`config.mk`:
```
export PLATFORM = sky130hd
export DESIGN_NAME = logic_capture
export DESIGN_NICKNAME = d
export VERILOG_FILES = /design/src/rtl/logic_capture_pkg.sv /design/src/rtl/logic_capture_trigger.sv /design/src/rtl/logic_capture.sv
export SDC_FILE = /design/constraint.sdc
export NUM_CORES = 1
export LEC_CHECK = 0
export CAP_MARGIN = 20
export CORE_MARGIN = 2
export CORE_UTILIZATION = 43
export DETAILED_ROUTE_END_ITERATION = 10
export PLACE_DENSITY = 0.8
export SKIP_CTS_REPAIR_TIMING = 1
export SYNTH_ARGS = -nofsm -noshare
export SYNTH_HDL_FRONTEND = slang
export SYNTH_SLANG_ARGS = --single-unit
```
`constraint.sdc`:
```
create_clock -name clk -period 3.5 [get_ports clk]
set_input_delay 0.525 -clock clk [delete_from_list [all_inputs] [get_ports clk]]
set_output_delay 0.525 -clock clk [all_outputs]
set_load 0.02 [all_outputs]
```
`src/rtl/logic_capture_pkg.sv`:
```
// Shared constants for the logic analyser capture block:
// state codes, register bit-field offsets and trigger pattern codes.
package logic_capture_pkg;

   typedef enum logic [2:0] {
      ST_IDLE  = 3'd0,
      ST_PRE   = 3'd1,
      ST_ARMED = 3'd2,
      ST_POST  = 3'd3,
      ST_DONE  = 3'd4
   } state_t;

   localparam int CTL_START   = 0;
   localparam int CTL_ABORT   = 1;

   localparam int C0_CH_LSB   = 0;
   localparam int C0_RISE     = 3;
   localparam int C0_EDGE_EN  = 4;
   localparam int C0_PAT_LSB  = 16;

   localparam int C1_PRE_LSB  = 0;
   localparam int C1_POST_LSB = 16;

   localparam int ST_STATE_LSB = 0;
   localparam int ST_DONE_BIT  = 3;
   localparam int ST_TRIG_BIT  = 4;

   localparam logic [1:0] PAT_ANY  = 2'b00;
   localparam logic [1:0] PAT_LOW  = 2'b01;
   localparam logic [1:0] PAT_HIGH = 2'b10;
   localparam logic [1:0] PAT_CHG  = 2'b11;

   function automatic logic pat_ok(
      input logic [1:0] code,
      input logic       s,
      input logic       p
   );
      logic ok;
      ok = 1'b1;
      case (code)
         PAT_ANY:  ok = 1'b1;
         PAT_LOW:  ok = ~s;
         PAT_HIGH: ok = s;
         PAT_CHG:  ok = s ^ p;
         default:  ok = 1'b1;
      endcase
      return ok;
   endfunction

endpackage

```
`src/rtl/logic_capture_trigger.sv`:
```
// Combinational trigger evaluation: edge condition on one channel,
// qualified by per-channel pattern codes when PATTERN_TRIGGER_EN is defined.
module lc_trigger
   import logic_capture_pkg::*;
(
   input  logic [7:0]  s,
   input  logic [7:0]  p,
   input  logic [31:0] config0,
   output logic        fire
);

   logic [2:0] ch;
   logic       edge_ok;
   logic       pat_all;
   logic       unused_cfg;

   assign ch = config0[C0_CH_LSB +: 3];

   always_comb begin
      edge_ok = 1'b1;
      if (config0[C0_EDGE_EN]) begin
         if (config0[C0_RISE])
            edge_ok = s[ch] & ~p[ch];
         else
            edge_ok = ~s[ch] & p[ch];
      end
   end

`ifdef PATTERN_TRIGGER_EN
   always_comb begin
      pat_all = 1'b1;
      for (int k = 0; k < 8; k++) begin
         if (!pat_ok(config0[C0_PAT_LSB + 2*k +: 2], s[k], p[k]))
            pat_all = 1'b0;
      end
   end
   assign unused_cfg = ^config0[15:5];
`else
   // Pattern field is deliberately ignored in this build.
   assign pat_all    = 1'b1;
   assign unused_cfg = ^config0[31:5];
`endif

   assign fire = edge_ok & pat_all;

endmodule

```
`src/rtl/logic_capture.sv`:
```
// Logic analyser capture controller: pre-trigger fill, armed ring
// buffering, post-trigger fill. Optional macro: PATTERN_TRIGGER_EN.
module logic_capture
   import logic_capture_pkg::*;
#(
   parameter int ADDR_W = 16
) (
   input  logic              clk,
   input  logic              resetn,
   input  logic [31:0]       control,
   input  logic [31:0]       config0,
   input  logic [31:0]       config1,
   input  logic [7:0]        datain,
   output logic [31:0]       status,
   output logic [31:0]       status1,
   output logic [7:0]        dataout,
   output logic              we,
   output logic              en,
   output logic [ADDR_W-1:0] address
);

   state_t            state;
   logic [7:0]        s;
   logic [7:0]        p;
   logic [ADDR_W-1:0] addr;
   logic [ADDR_W-1:0] cnt;
   logic [ADDR_W-1:0] trig_addr;
   logic              triggered;
   logic              done;
   logic              start_d;
   logic              fire;
   logic              start_rise;
   logic              abort;
   logic              writing;
   logic [ADDR_W-1:0] pre_n;
   logic [ADDR_W-1:0] post_n;
   logic              unused_ctl;

   assign pre_n      = config1[C1_PRE_LSB +: ADDR_W];
   assign post_n     = config1[C1_POST_LSB +: ADDR_W];
   assign start_rise = control[CTL_START] & ~start_d;
   assign abort      = control[CTL_ABORT];
   assign unused_ctl = ^control[31:2];

   lc_trigger u_trig (
      .s       (s),
      .p       (p),
      .config0 (config0),
      .fire    (fire)
   );

   always_ff @(posedge clk) begin
      if (!resetn) begin
         state     <= ST_IDLE;
         s         <= '0;
         p         <= '0;
         addr      <= '0;
         cnt       <= '0;
         trig_addr <= '0;
         triggered <= 1'b0;
         done      <= 1'b0;
         start_d   <= 1'b0;
      end else begin
         s       <= datain;
         p       <= s;
         start_d <= control[CTL_START];
         if (abort) begin
            state <= ST_IDLE;
         end else begin
            case (state)
               ST_IDLE, ST_DONE: begin
                  if (start_rise) begin
                     addr      <= '0;
                     cnt       <= '0;
                     triggered <= 1'b0;
                     done      <= 1'b0;
                     state     <= (pre_n == '0) ? ST_ARMED : ST_PRE;
                  end
               end
               ST_PRE: begin
                  addr <= addr + 1'b1;
                  // Zero re-check covers a live config change mid-fill.
                  if (pre_n == '0 || cnt == pre_n - 1'b1) begin
                     cnt   <= '0;
                     state <= ST_ARMED;
                  end else begin
                     cnt <= cnt + 1'b1;
                  end
               end
               ST_ARMED: begin
                  addr <= addr + 1'b1;
                  if (fire) begin
                     trig_addr <= addr;
                     triggered <= 1'b1;
                     cnt       <= '0;
                     if (post_n == '0) begin
                        done  <= 1'b1;
                        state <= ST_DONE;
                     end else begin
                        state <= ST_POST;
                     end
                  end
               end
               ST_POST: begin
                  addr <= addr + 1'b1;
                  if (post_n == '0 || cnt == post_n - 1'b1) begin
                     done  <= 1'b1;
                     state <= ST_DONE;
                  end else begin
                     cnt <= cnt + 1'b1;
                  end
               end
               default: state <= ST_IDLE;
            endcase
         end
      end
   end

   assign writing = (state == ST_PRE) ||
                    (state == ST_ARMED) ||
                    (state == ST_POST);

   assign we      = writing;
   assign en      = writing;
   assign address = addr;
   assign dataout = s;

   always_comb begin
      status = '0;
      status[ST_STATE_LSB +: 3] = state;
      status[ST_DONE_BIT]       = done;
      status[ST_TRIG_BIT]       = triggered;
   end

   assign status1 = {16'(addr), 16'(trig_addr)};

endmodule

```
==> flow_summary.toml, run 1 <==
[hold_path]
worst_hold_path_type = "reg -> reg"

[logic_synthesis]
async_reset_ff_frac = 0
area_share_of_the_leading_cell_type_in_the_synthesized_netlist = 0.3034
leading_post_synthesis_cells_by_cell_area = "sky130_fd_sc_hd__dfxtp_1, sky130_fd_sc_hd__buf_4, sky130_fd_sc_hd__xor2_1"
postSynth.topFlopCell = "sky130_fd_sc_hd__dfxtp_1"
post-synth-top-area-cell = "sky130_fd_sc_hd__dfxtp_1"
synth_area_per_cell_um2 = 8.445
synth.lib_cells_used.distinct = 67
post_synth_instance_area_um2 = 4619
synth_sequential_area_ratio = 0.3034
synthesis.yosys.warnings = 0
post_synth_inst_count = 547
synth_enable_flop_cells = 0
post_synthesis_sequential_element_count = 70

[grt]
grt_overflow_total = 0
grt_pass1_vias = 4293
grt_pass1_wl_um = 20250
globalRouteTotalUtil = 0.2184
antenna_found_initial = 0
grt_max_degree = 24

[timing]
grt_setup_unrepaired = "false"
timing.final.crit_period_ps = 3221
final_slew_viol_count = 0
finalClockSkew_ps = 10.47
timing.slew.headroom = 0.5810
number_of_failing_hold_endpoints_at_the_final_stage = 0
finalSetupViolations = 0
max_freq_ghz = 0.3104
finalCritPeriodShare = 0.9203
tightestPinTransition_ps = 612.7

[finish]
multi_input_comb_area_um2 = 2828
postLayoutCoreUtil = 0.5871
share_of_layout_cells_above_drive_strength_1 = 0.1513
final_net_count = 781
antennaDiodeCount = 0
filler_cell_count = 896
syn2layout_area_growth_pct = 31.80
final-seq-area_um2 = 1401

[detailed_routing]
firstDrtPassIters = 4
count_of_routing_violations_after_the_opening_detailed_route_iteration = 243
route.detailed.drc = 0
post_drt_via_cell_ratio = 5.373
routed_wire_length_per_instance_um = 15.53
postRouteAntennaNets = 0
wirelength_um = 12580
vias = 4352

[die]
design.die.area_um2 = 11590
fp.dieW_um = 107.6
core_um2 = 10370
io_pins = 196
initial_standard_cell_utilization_of_the_core = 0.4455
fp.dieH_um = 107.6
placement_rows = 37

[worst_setup_path]
crit_fanout = 17
worst_setup_path_end_kind = "flip-flop"
cp.required_ps = 3790
startpoint_type = "input pin"
crit_type = "in -> reg"
crit_arrival_ps = 3520

[clocking]
clock_tree.htree_level_count = 3
clock_latency_ps = 350
cts_tree = "done"
cts.reportedPaths.clkPinSlew_ps = 80
cts_root_buffer = "sky130_fd_sc_hd__clkbuf_8"
clk_path_buf_depth = 2
cts_buffers = 9
clock_sinks = 70

[outcome]
outcome = "finished, final reports clean"

[pwr]
power_density_nw_per_um2 = 300.1
total_power_mw = 1.827
leakage_power_summed_over_all_cells_nw = 2.257
power.ir.vdd_worst_v = 0.0002929

[run]
max_cap_violations = 0

[placed_design]
buffers_on_ports = 111
hpwlAfterDp_um = 9689
gp_congestion = 0.9430
critical path: stages:
cell and delay [ps]:
sky130_fd_sc_hd__clkdlybuf4s50_1 420, sky130_fd_sc_hd__or4_4 550, sky130_fd_sc_hd__or3_1 360, sky130_fd_sc_hd__a211o_1 330, sky130_fd_sc_hd__a2111oi_4 430, sky130_fd_sc_hd__o2111ai_2 200
sky130_fd_sc_hd__nand3_2 300, sky130_fd_sc_hd__buf_4 190, sky130_fd_sc_hd__o31ai_1 90, sky130_fd_sc_hd__a21oi_2 120
flip-flops by register name (all words and copies together) (netlist names):
signal and cells:
address 16, cnt 16, dataout 8, done 1
p 8, start_d 1, state 3, trig_addr 16
triggered 1
stage by stage:
stage               cells  TNS (ps)  area [µm²]  setup WS [ps]  hold WS, ps
finish                810         0        6088          278.8        482.0
global route          810         0        6088          71.22        506.8
CTS                   810         0        6083          12.84        481.5
detailed placement    794     -3290        5878         -335.8        457.7
global placement      794     -1444        5878         -169.7        461.7
floorplan             573         0        4717          513.0        438.0
kinds of logic after synthesis:
group | after synthesis | share of synthesized area
AND/OR/NAND/NOR | 227 | 0.2690
AO/OA/AOI/OAI | 82 | 0.1292
buffers and inverters | 78 | 0.1094
flip-flops | 70 | 0.3034
XOR/XNOR | 53 | 0.1005
multiplexers | 30 | 0.07150
adder cells (fa/ha/maj) | 6 | 0.01625
other | 1 | 0.0008118
report_power, final:
group	total [mW]	internal, mW	switching [mW]
clock	0.679	0.352	0.327
combinational	0.332	0.155	0.177
sequential	0.816	0.808	0.00777
total	1.83	1.32	0.512
worst paths after layout:
path | from | end | slack, ps | cells after the start
setup / recovery | config1[25] | cnt[13] | 280 | 10
hold / removal | done | done | 480 | 2
setup reg to reg | cnt[10] | cnt[8] | 660 | 9
hold reg to reg | done | done | 480 | 2
layout by cell type, fill, tap and decap left out, drive strengths merged, types with 8 or more instances in the layout:
| cell | n |
|---|---|
| and2 | 23 |
| xor2 | 30 |
| and3 | 8 |
| nand3 | 14 |
| o31ai | 8 |
| a21oi | 27 |
| xnor2 | 23 |
| or4 | 8 |
| nand2 | 36 |
| nand4 | 20 |
| mux2i | 24 |
| nor4 | 8 |
| nor3 | 11 |
| nor2 | 57 |
| dfxtp | 70 |
| conb | 27 |
| or3 | 10 |
| o21ai | 14 |
| inv | 10 |
| nor2b | 10 |
| buf | 44 |
| clkbuf | 10 |
| clkdlybuf4s50 | 111 |
cell usage after synthesis (2+ instances only):
| cell type | count |
|---|---|
| sky130_fd_sc_hd__ha_1 | 6 |
| sky130_fd_sc_hd__o211ai_1 | 3 |
| sky130_fd_sc_hd__nand3_1 | 13 |
| sky130_fd_sc_hd__buf_4 | 46 |
| sky130_fd_sc_hd__buf_2 | 4 |
| sky130_fd_sc_hd__xnor2_1 | 23 |
| sky130_fd_sc_hd__o21ai_2 | 3 |
| sky130_fd_sc_hd__and4_1 | 2 |
| sky130_fd_sc_hd__nand2b_1 | 6 |
| sky130_fd_sc_hd__dfxtp_1 | 70 |
| sky130_fd_sc_hd__or2_2 | 3 |
| sky130_fd_sc_hd__or3_2 | 3 |
| sky130_fd_sc_hd__inv_1 | 8 |
| sky130_fd_sc_hd__and2_1 | 23 |
| sky130_fd_sc_hd__xor2_1 | 30 |
| sky130_fd_sc_hd__a31oi_1 | 5 |
| sky130_fd_sc_hd__mux2_2 | 4 |
| sky130_fd_sc_hd__o31ai_1 | 8 |
| sky130_fd_sc_hd__a31o_2 | 4 |
| sky130_fd_sc_hd__and3_1 | 8 |
| sky130_fd_sc_hd__nor4_1 | 6 |
| sky130_fd_sc_hd__or4_2 | 6 |
| sky130_fd_sc_hd__clkbuf_1 | 16 |
| sky130_fd_sc_hd__mux4_2 | 2 |
| sky130_fd_sc_hd__nor2b_1 | 10 |
| sky130_fd_sc_hd__nor3b_1 | 2 |
| sky130_fd_sc_hd__a21oi_1 | 22 |
| sky130_fd_sc_hd__nand4_1 | 20 |
| sky130_fd_sc_hd__a21o_1 | 3 |
| sky130_fd_sc_hd__or3_1 | 7 |
| sky130_fd_sc_hd__and4b_1 | 2 |
| sky130_fd_sc_hd__nor2_1 | 57 |
| sky130_fd_sc_hd__a211oi_1 | 2 |
| sky130_fd_sc_hd__nand2_1 | 36 |
| sky130_fd_sc_hd__a2111oi_0 | 2 |
| sky130_fd_sc_hd__or4b_2 | 2 |
| sky130_fd_sc_hd__mux2i_1 | 24 |
| sky130_fd_sc_hd__nand4b_1 | 3 |
| sky130_fd_sc_hd__a21oi_2 | 5 |
| sky130_fd_sc_hd__o21ai_0 | 11 |
| sky130_fd_sc_hd__nor3_1 | 11 |
routing by layer:
metal | wire (µm) | global-route usage
met5 | 0 | 0
met4 | 180 | 0.07692
met3 | 910 | 0.04358
met2 | 6343 | 0.3787
met1 | 5143 | 0.2678
area by class of cell:
class                      count  share of cell area
clock buffer                  10             0.02261
inverter                       8            0.004932
tap                          136             0.02795
clock inverter                 6             0.01110
timing repair buffer         155              0.2388
multi-input combinational    425              0.4644
sequential                    70              0.2302
(Power assumes the default switching activity.)
==> run 2: changes to the inputs <==
CORE_UTILIZATION = 33   (was 43)
PLACE_DENSITY = 0.66   (was 0.8)
clock period = 2.95 ns   (was 3.5 ns; I/O delays follow)
==> run 2 against run 1 <==
- die area up 29%
- utilization down 9.3 points
- sequential cell count unchanged
- critical path type unchanged
- sequential share of layout area down 2.4 points
- power up 43%
- largest cell class unchanged
- cell area up 12%
- register-to-register slack worse by 360 ps
==> flow_summary.toml, run 2 (same netlist as run 1, synthesis figures left out) <==
[pwr]
leakage_power_summed_over_all_cells_nw = 2.694
cellInternalPower_mw = 1.928
total_power_mw = 2.606
power.share.sequential = 0.372
power_frac_clock = 0.457
power.ir.vdd_worst_v = 0.0004294
p_comb_frac = 0.171
power.net_switching_mw = 0.6785
power_density_nw_per_um2 = 382.7
power_switching_share = 0.2603

[grt]
grt_max_degree = 24
antenna_found_initial = 0
grt_overflow_total = 0
grt_pass1_vias = 4397
globalRouteTotalUtil = 0.1728
grt_pass1_wl_um = 20820

[worst_setup_path]
crit_slowest_cell = "sky130_fd_sc_hd__or4b_2"
crit_arrival_ps = 3120
startpoint_type = "input pin"
max_stage_delay_ps = 630
worst_path_dominant_cell_family = "simple AND/OR/NAND/NOR gates"
ordered_list_of_cells_on_the_worst_path = "clkdlybuf4s50_1 > nor4_4 > buf_4 > nand4_1 > xnor2_2 > a2111oi_4 > o2111ai_4 > buf_6 > nand4_1 > or4b_2 > a21oi_1"
worst_setup_path_end_kind = "flip-flop"
slack_of_the_worst_reg_to_reg_path_ps = 300
crit_fanout = 6
cp.required_ps = 3220
critPathBufInv = 3
timing.critical_path.mode_cell = "sky130_fd_sc_hd__nand4_1"
crit_type = "in -> reg"

[detailed_routing]
dr_wl_met2_um = 6860
vias = 4481
route.detailed.drc = 0
firstDrtPassIters = 4
topRoutingLayerUsed = "met4"
wirelength_um = 13440
met3RoutedLength_um = 725
postRouteAntennaNets = 0
drt-met1-wl_um = 5593
routed_wire_length_per_instance_um = 14.98
post_drt_via_cell_ratio = 4.996
count_of_routing_violations_after_the_opening_detailed_route_iteration = 234

[placed_design]
buffers_on_ports = 111
placed_area_um2 = 6218
hpwlAfterDp_um = 10050
gp_congestion = 0.8802
dp_cells = 876
dpl_worst_slack_ps = -653.3

[clocking]
cts_buffers = 9
cts.reportedPaths.clkPinSlew_ps = 60
clk_path_buf_depth = 2
clock_tree.htree_level_count = 3
cts_tree = "done"
cts_root_buffer = "sky130_fd_sc_hd__clkbuf_16"
clock_latency_ps = 330
clock_sinks = 70

[timing]
finalClockSkew_ps = 9.039
tightestPinTransition_ps = 525.7
number_of_failing_hold_endpoints_at_the_final_stage = 0
timing.slew.headroom = 0.6469
max_freq_ghz = 0.3504
final_slew_viol_count = 0
finalCritPeriodShare = 0.9674
final.setup.tns_ps = 0
finalSetupViolations = 0
hold-worst-slack_ps = 483.6
final.setup.worst_slack_ps = 96.14
timing.final.crit_period_ps = 2854

[die]
placement_rows = 43
design.die.area_um2 = 14960
fp.dieH_um = 122.3
initial_standard_cell_utilization_of_the_core = 0.3354
fp.dieW_um = 122.3
core_um2 = 13770
io_pins = 196

[finish]
syn2layout_area_growth_pct = 47.43
postLayoutCoreUtil = 0.4945
layout.cells.most_common = "sky130_fd_sc_hd__clkdlybuf4s50_1"
share_of_layout_cells_above_drive_strength_1 = 0.2315
final_net_count = 824
antennaDiodeCount = 0
layoutNonFillerInstCount = 897
layout.cell_area.non_filler_um2 = 6810
mostFrequentLayoutCells = "sky130_fd_sc_hd__clkdlybuf4s50_1, sky130_fd_sc_hd__buf_4, sky130_fd_sc_hd__dfxtp_1"
filler_cell_count = 1290

[hold_path]
worst_hold_path_type = "reg -> reg"

[outcome]
outcome = "finished, final reports clean"

[run]
max_cap_violations = 0
## run 2: path summary, 6_finish.rpt
| kind | end | from | depth (start not counted) |
|---|---|---|---|
| worst max-delay path | cnt[9] | config1[22] | 11 |
| worst min-delay path | p[3] | dataout[3] | 1 |
| worst max register to register | cnt[9] | cnt[10] | 9 |
| worst min register to register | p[3] | dataout[3] | 1 |
## run 2: cell type report
class | count | area (µm²) | area share
repair buffers | 197 | 1823 | 0.2677
clock buffers | 9 | 225.2 | 0.03307
inverters | 8 | 30.03 | 0.004409
well taps | 180 | 225.2 | 0.03307
multi-input cells | 426 | 3000 | 0.4406
clock inverters | 7 | 105.1 | 0.01543
flip-flops and latches | 70 | 1401 | 0.2058
## run 2: power by group through the flow
stage	clock (mW)	sequential (mW)	combinational, mW
final	1.19	0.970	0.445
after detailed placement	0	0.991	0.417
after CTS	1.22	0.970	0.421
after global placement	0	0.990	0.410
after floorplan	0	0.997	0.229
after global routing	1.27	0.971	0.481
## run 2: per-layer routing
metal  global-route usage  vias up
met2               0.3115      130
met4              0.05891        0
met1               0.2059     2132
met3              0.03020       23
met5                    0        -
li1                     -     2196
==> run 3: changes to the inputs <==
CAP_MARGIN = default   (was 20)
CORE_UTILIZATION = 30   (was 33)
PLACE_DENSITY = 0.61   (was 0.66)
==> run 3 against run 2 <==
- cell count is 1.1% higher
- sequential share of layout area is 0.083 points higher
- sequential power hardly changed
- maximum frequency is 0.94% higher
- routed wire length is 1.2% lower
- critical path depth is 2 higher
- register-to-register slack better by 60 ps
- critical path type unchanged
- highest routed layer unchanged
==> flow_summary.toml, run 3 (same netlist as run 1, synthesis figures left out) <==
[outcome]
outcome = "finished, final reports clean"

[clocking]
clk_path_buf_depth = 2
clock_tree.htree_level_count = 3
clock_sinks = 70
cts_buffers = 9
clock_latency_ps = 330
cts_tree = "done"
cts.reportedPaths.clkPinSlew_ps = 60
cts_root_buffer = "sky130_fd_sc_hd__clkbuf_16"

[timing]
timing.slew.headroom = 0.6575
final.setup.worst_slack_ps = 122.6
timing.final.crit_period_ps = 2827
finalCritPeriodShare = 0.9584
final.setup.tns_ps = 0
hold-worst-slack_ps = 474.5
number_of_failing_hold_endpoints_at_the_final_stage = 0
final_slew_viol_count = 0
finalClockSkew_ps = 8.989
max_freq_ghz = 0.3537
grt_setup_unrepaired = "true"
tightestPinTransition_ps = 512.6
finalSetupViolations = 0

[finish]
layoutNonFillerInstCount = 907
share_of_layout_cells_above_drive_strength_1 = 0.2211
syn2layout_area_growth_pct = 46.83
mostFrequentLayoutCells = "sky130_fd_sc_hd__clkdlybuf4s50_1, sky130_fd_sc_hd__buf_4, sky130_fd_sc_hd__dfxtp_1"
postLayoutCoreUtil = 0.4478
layout.cells.most_common = "sky130_fd_sc_hd__clkdlybuf4s50_1"
filler_cell_count = 1459
final_net_count = 826
layout.cell_area.non_filler_um2 = 6783
antennaDiodeCount = 0

[pwr]
power_density_nw_per_um2 = 369.2
power.ir.vdd_worst_v = 0.0002971
total_power_mw = 2.504
leakage_power_summed_over_all_cells_nw = 2.627

[die]
core_um2 = 15150
placement_rows = 45
fp.dieH_um = 128.1
fp.dieW_um = 128.1
initial_standard_cell_utilization_of_the_core = 0.3050
design.die.area_um2 = 16410
io_pins = 196

[worst_setup_path]
crit_type = "in -> reg"
ordered_list_of_cells_on_the_worst_path = "clkdlybuf4s50_1 > inv_1 > ha_1 > nor2b_1 > buf_4 > a22o_1 > a21oi_2 > a2111oi_2 > buf_4 > nand4_1 > o211ai_1 > or4_2 > a21oi_1"
max_stage_delay_ps = 650
cp.required_ps = 3220
startpoint_type = "input pin"
crit_fanout = 7
worst_setup_path_end_kind = "flip-flop"
crit_arrival_ps = 3090
timing.critical_path.mode_cell = "sky130_fd_sc_hd__buf_4"
crit_slowest_cell = "sky130_fd_sc_hd__or4_2"

[detailed_routing]
routed_wire_length_per_instance_um = 14.64
route.detailed.drc = 0
count_of_routing_violations_after_the_opening_detailed_route_iteration = 200
wirelength_um = 13280
post_drt_via_cell_ratio = 4.899
postRouteAntennaNets = 0
vias = 4443
firstDrtPassIters = 4

[grt]
antenna_found_initial = 0
globalRouteTotalUtil = 0.1596
grt_max_degree = 24
grt_pass1_wl_um = 21220
grt_pass1_vias = 4399
grt_overflow_total = 0

[run]
max_cap_violations = 0

[placed_design]
gp_congestion = 0.8325
placed_area_um2 = 6276
hpwlAfterDp_um = 10480
dp_cells = 887
buffers_on_ports = 111
dpl_worst_slack_ps = -556.4

[hold_path]
worst_hold_path_type = "reg -> reg"
[run 3: changes by cell type in the layout (fill, tap and decap cells not counted), sizes merged]
| cell | change |
|---|---|
| clkdlybuf4s50 | +6 |
| dlymetal6s2s | -6 |
| buf | +2 |
| inv | -2 |
| bufinv | -1 |
| clkbuf | +1 |
| clkinv | +1 |
| clkinvlp | +1 |
| nand3 | -1 |
| nor4 | +1 |
[run 3: final cells by class]
| cell class | count | area [µm²] | area share |
|---|---|---|---|
| multi-input cells | 426 | 2979 | 0.4392 |
| repair buffers | 199 | 1837 | 0.2708 |
| flip-flops and latches | 70 | 1401 | 0.2066 |
| well taps | 188 | 235.2 | 0.03468 |
| clock buffers | 10 | 229.0 | 0.03376 |
| clock inverters | 6 | 71.32 | 0.01051 |
| inverters | 8 | 30.03 | 0.004427 |
[run 3: path summary, 6_finish.rpt]
| check | from | to | slack (ps) | depth (start not counted) |
|---|---|---|---|---|
| max | config1[0] | cnt[7] | 120 | 13 |
| max reg2reg | cnt[14] | cnt[9] | 360 | 10 |
| min reg2reg | done | done | 470 | 2 |
| min | done | done | 470 | 2 |
[run 3: critical path: cells and delay by family]
kind,cells,cell delay (ps)
AND/OR/NAND/NOR,3,870
adder cells (fa/ha/maj),1,200
buffers and inverters,4,850
AO/OA/AOI/OAI,5,730
[run 3: metal layers]
metal	track usage	wire length, µm	part of all wire	vias to the layer above
met3	0.03172	571	0.043	21
li1	-	-	-	2202
met2	0.2686	6604	0.50	124
met5	0	0	0	-
met4	0.04977	283	0.021	0
met1	0.2059	5820	0.44	2096
[run 3: report_power, final]
group	switching [mW]	total, mW	internal, mW
clock network	0.423	1.08	0.660
logic	0.230	0.452	0.221
registers	0.00930	0.969	0.960
==> RTL edit 1: new RTL, flow settings as in run 1 <==
Set the parameter `ADDR_W` to 15 (it was 16).
--- a/src/rtl/logic_capture.sv
+++ b/src/rtl/logic_capture.sv
@@ -4,5 +4,5 @@
    import logic_capture_pkg::*;
 #(
-   parameter int ADDR_W = 16
+   parameter int ADDR_W = 15
 ) (
    input  logic              clk,
Ports: changed (resized address); port bits go from 196 to 195. No check against the original RTL was run, so the function may have changed too.
==> RTL edit 1 against run 1 <==
Worst setup slack worse by 0.018 ns. Sequential share of layout area shrank 0.072 points. Wire length decreased by 9.2%. Sequential cell count is 3 lower. Cell area fell by 4.0%. Critical endpoint is now cnt[2]. Global-route usage is 0.74 points lower. Critical path depth increased by 3. Power shrank 4.8%. Area after synthesis is 4.3% lower. Synthesized cell count fell by 4.8%. Critical path type unchanged. Clock power shrank 3.7%. Core utilization shrank 1.1 points. Sequential power fell by 3.6%.
==> RTL edit 1: results (changes against run 1) <==
[run_status]
status = finished, final reports clean

[pwr]
p_int_mw = 1.26  ; -4.2%
power.group.top = sequential cells
pg_comb_uw = 298  ; -10%
pwr-share-seq_pct = 45.3  ; +0.7 points
ir_drop_mv = 0.306  ; +4.5%
p_leak_nw = 2.05  ; -9.2%
swShare_pct = 27.5  ; -0.47 points

[cells_and_area]
fin_cells = 778  ; -4.0%
final_layout_size_suffix_gt1_share_pct = 11.5  ; -3.6 points
seq_area_um2 = 1340  ; -4.3%
finalNetCount = 749  ; -4.1%
insertedDiodeCount = 0  ; unchanged
fillers = 884  ; -1.3%

[place]
dpl_cell_area_um2 = 5640  ; -4.1%
hpwl_mm = 8.94  ; -7.8%
dpl.cell_count = 762  ; -4.0%
dpl_worst_slack_ns = -0.275  ; +0.0607 ns
port_buffers = 106  ; -4.5%
gp_congestion = 0.960  ; +1.8%

[critical_path]
rr_startpoint = dataout[7]
crit_path_start = config1[1]
cp_slowest_cell = or3b_2
critical_path.top_delay_family = compound AO/OA/AOI/OAI gates
crit_fanout = 4  ; -13
critPathArrivalTime_ns = 3.45  ; -0.07 ns
cp_slowest_stage_delay_ns = 0.50  ; -0.05 ns

[drt]
viasPerCell = 5.21  ; -3.0%
drt_iter0_drc = 224  ; -7.8%
drt_wl_total_mm = 11.4  ; -9.2%

[logic_synthesis]
synthArstFlopShare_pct = 0  ; unchanged
synthAdderAreaFrac_pct = 1.70  ; +0.073 points
synth_common_cells = dfxtp_1 (67), buf_4 (49), nor2_1 (35)
netlist_top_cells_area = dfxtp_1 (30%), buf_4 (8.3%), xor2_1 (5.0%), xnor2_1 (4.4%), mux2i_1 (3.6%)
synth.distinct_cells = 65  ; -3.0%
syn_area_per_cell_um2 = 8.48  ; +0.47%
ys_seq_area_share_pct = 30.3  ; about the same
synth_xor_xnor_area_share_pct = 9.31  ; -0.74 points
synth_compound_area_share_pct = 13.2  ; +0.27 points
synth_mux_area_share_pct = 6.17  ; -0.98 points

[global_routing]
grt_pass1_vias = 4052  ; -5.6%
grt_pass1_wl_mm = 19.1  ; -5.5%
grt_max_degree = 32  ; +33%
gr-usage-all-layers_pct = 21.1  ; -0.74 points

[sta]
relSlewSlack_pct = 50.3  ; -7.8 points
fin_skew_ns = 0.00886  ; -0.00161 ns

[worst_hold_path]
worstHoldStart = done
hold_path.class = reg -> reg

[clock_network]
clk_pin_slew_ns = 0.08  ; about the same

==> RTL edit 1: cell types whose count changed after synthesis, sizes merged, moves of 5 or more <==
cell,change
inv,+7
mux2i,-8
nand2,-9
nand2b,+13
nand4,-12
nor2,-22
nor2b,+12
nor3,+6
or4,+5
xor2,-5
==> RTL edit 1: path summary, 6_finish.rpt <==
| check | to | slack [ns] | depth (start not counted) |
|---|---|---|---|
| worst min-delay path | done | 0.45 | 2 |
| worst max-delay path | cnt[2] | 0.26 | 13 |
| worst max register to register | cnt[10] | 0.54 | 9 |
| worst min register to register | done | 0.45 | 2 |
==> RTL edit 1: layout make-up <==
type | instances | share of cell area [%]
clock buffers | 9 | 2.12
well taps | 136 | 2.91
flip-flops and latches | 67 | 22.9
multi-input cells | 397 | 45.6
repair buffers | 147 | 24.1
inverters | 15 | 0.963
clock inverters | 7 | 1.41
==> RTL edit 1: per-layer routing <==
layer  routed length, um  global-route usage (%)
met5                   0                       0
met4                 223                    8.00
met3                 618                    4.27
met2                5690                    36.0
met1                4880                    26.1
==> RTL edit 2: new RTL, config.mk and constraints of run 1 <==
Without the edit above. Add an input register stage for `config1`, without a reset; this delays it by one clock. The other inputs are not delayed to match.
--- a/src/rtl/logic_capture.sv
+++ b/src/rtl/logic_capture.sv
@@ -20,4 +20,10 @@
 );
 
+   logic [31:0] config1_q;
+
+   always_ff @(posedge clk) begin
+      config1_q <= config1;
+   end
+
    state_t            state;
    logic [7:0]        s;
@@ -37,6 +43,6 @@
    logic              unused_ctl;
 
-   assign pre_n      = config1[C1_PRE_LSB +: ADDR_W];
-   assign post_n     = config1[C1_POST_LSB +: ADDR_W];
+   assign pre_n      = config1_q[C1_PRE_LSB +: ADDR_W];
+   assign post_n     = config1_q[C1_POST_LSB +: ADDR_W];
    assign start_rise = control[CTL_START] & ~start_d;
    assign abort      = control[CTL_ABORT];
Behaviour: not the same (a bounded check fails within 4 cycles, from zero or initial values and one cycle with resetn low).
==> RTL edit 2 against run 1 <==
Sequential cell count rose by 32. Area after synthesis grew 15%. Worst setup slack better by 0.029 ns. Global-route usage decreased by 3.6 points. Clock skew decreased by 0.0041 ns. Fmax increased by 0.91%. Power rose by 35%. Wire length fell by 4.4%. Die area rose by 15%. Combinational power decreased by 14%. First-iteration DRC count increased by 13%. Core utilization decreased by 3.6 points. Clock power increased by 39%. Cell area increased by 9.2%.
==> RTL edit 2: results (changes against run 1) <==
[drt]
wl_per_cell_um = 14.4  ; -7.3%
drt_iter0_drc = 274  ; +13%
viasPerCell = 5.18  ; -3.6%

[pwr]
seq-power_mw = 1.24  ; +52%
p_per_area_nw_per_um2 = 371  ; +24%
ir_drop_mv = 0.294  ; +0.49%
pg_comb_uw = 286  ; -14%
p_leak_nw = 2.34  ; +3.9%
swShare_pct = 25.4  ; -2.6 points

[cells_and_area]
largest_register_ffs = 32
fillers = 1069  ; +19%
final_layout_size_suffix_gt1_share_pct = 6.90  ; -8.2 points
finalNetCount = 775  ; -0.77%
fin_cells = 835  ; +3.1%

[logic_synthesis]
ys_seq_area_share_pct = 38.3  ; +8.0 points
syn_inst = 577  ; +5.5%
synthAdderAreaFrac_pct = 1.41  ; -0.22 points
synth_xor_xnor_area_share_pct = 8.88  ; -1.2 points
netlist_top_cells_area = dfxtp_1 (38%), buf_4 (6.6%), xnor2_1 (5.4%), xor2_1 (3.5%), mux2i_1 (3.2%)
synthArstFlopShare_pct = 0  ; unchanged
synth_mux_area_share_pct = 5.59  ; -1.6 points
synth.distinct_cells = 69  ; +3.0%
synth_compound_area_share_pct = 11.8  ; -1.2 points

[global_routing]
grtUsageMet3_pct = 3.22  ; -1.1 points
grt_use_met1_pct = 22.6  ; -4.2 points
grtUsageMet2_pct = 31.5  ; -6.4 points
grt_pass1_vias = 4116  ; -4.1%
gr-usage-all-layers_pct = 18.3  ; -3.6 points
grt_max_degree = 36  ; +50%
grt_pass1_wl_mm = 19.5  ; -3.7%

[place]
hpwl_mm = 9.07  ; -6.4%
dpl_worst_slack_ns = -0.0853  ; +0.251 ns
gp_congestion = 0.877  ; -7.0%
dpl_cell_area_um2 = 6370  ; +8.4%
dpl.cell_count = 820  ; +3.3%

[sta]
max_freq_mhz = 313  ; +0.91%
fin_skew_ns = 0.00633  ; -0.00414 ns
tightest_slew_ns = 0.540  ; -0.0727 ns
timing.hold.ws_ns = 0.453  ; -0.0291 ns

[worst_hold_path]
hold_path_depth = 2  ; unchanged
hold_path.class = reg -> reg

[critical_path]
cp_slowest_cell = clkdlybuf4s50_1
critPathArrivalTime_ns = 3.48  ; -0.04 ns
cp_slowest_stage_delay_ns = 0.59  ; +0.04 ns
crit_fanout = 8  ; -9

[clock_network]
root_buffer = clkbuf_16

[run_status]
status = finished, final reports clean

-- RTL edit 2: cell count changes after synthesis, moves of 8 or more --
cell / before / now
nor2_1: 57 / 35
inv_1: 8 / 16
xor2_1: 30 / 21
dfxtp_1: 70 / 102
xnor2_1: 23 / 33
nor2b_1: 10 / 23
nand2_1: 36 / 20
-- RTL edit 2: cell type report --
class / instances / area, um^2 / area share (%)
sequential: 102 / 2040 / 30.7
multi-input combinational: 412 / 2860 / 42.9
timing repair buffer: 122 / 1210 / 18.1
clock inverter: 4 / 32.5 / 0.489
tap: 168 / 210 / 3.16
clock buffer: 11 / 243 / 3.65
inverter: 16 / 60.1 / 0.903
-- RTL edit 2: layer usage --
layer	routed length, um	vias up
met3	646	21
met1	5140	2024
li1	-	2147
met5	0	-
met4	265	0
met2	5960	134
-- RTL edit 2: path summary, 6_finish.rpt --
path,from,end
worst max-delay path,config0[1],cnt[10]
worst min-delay path,done,done
worst max register to register,config1_q[0],cnt[4]
worst min register to register,done,done
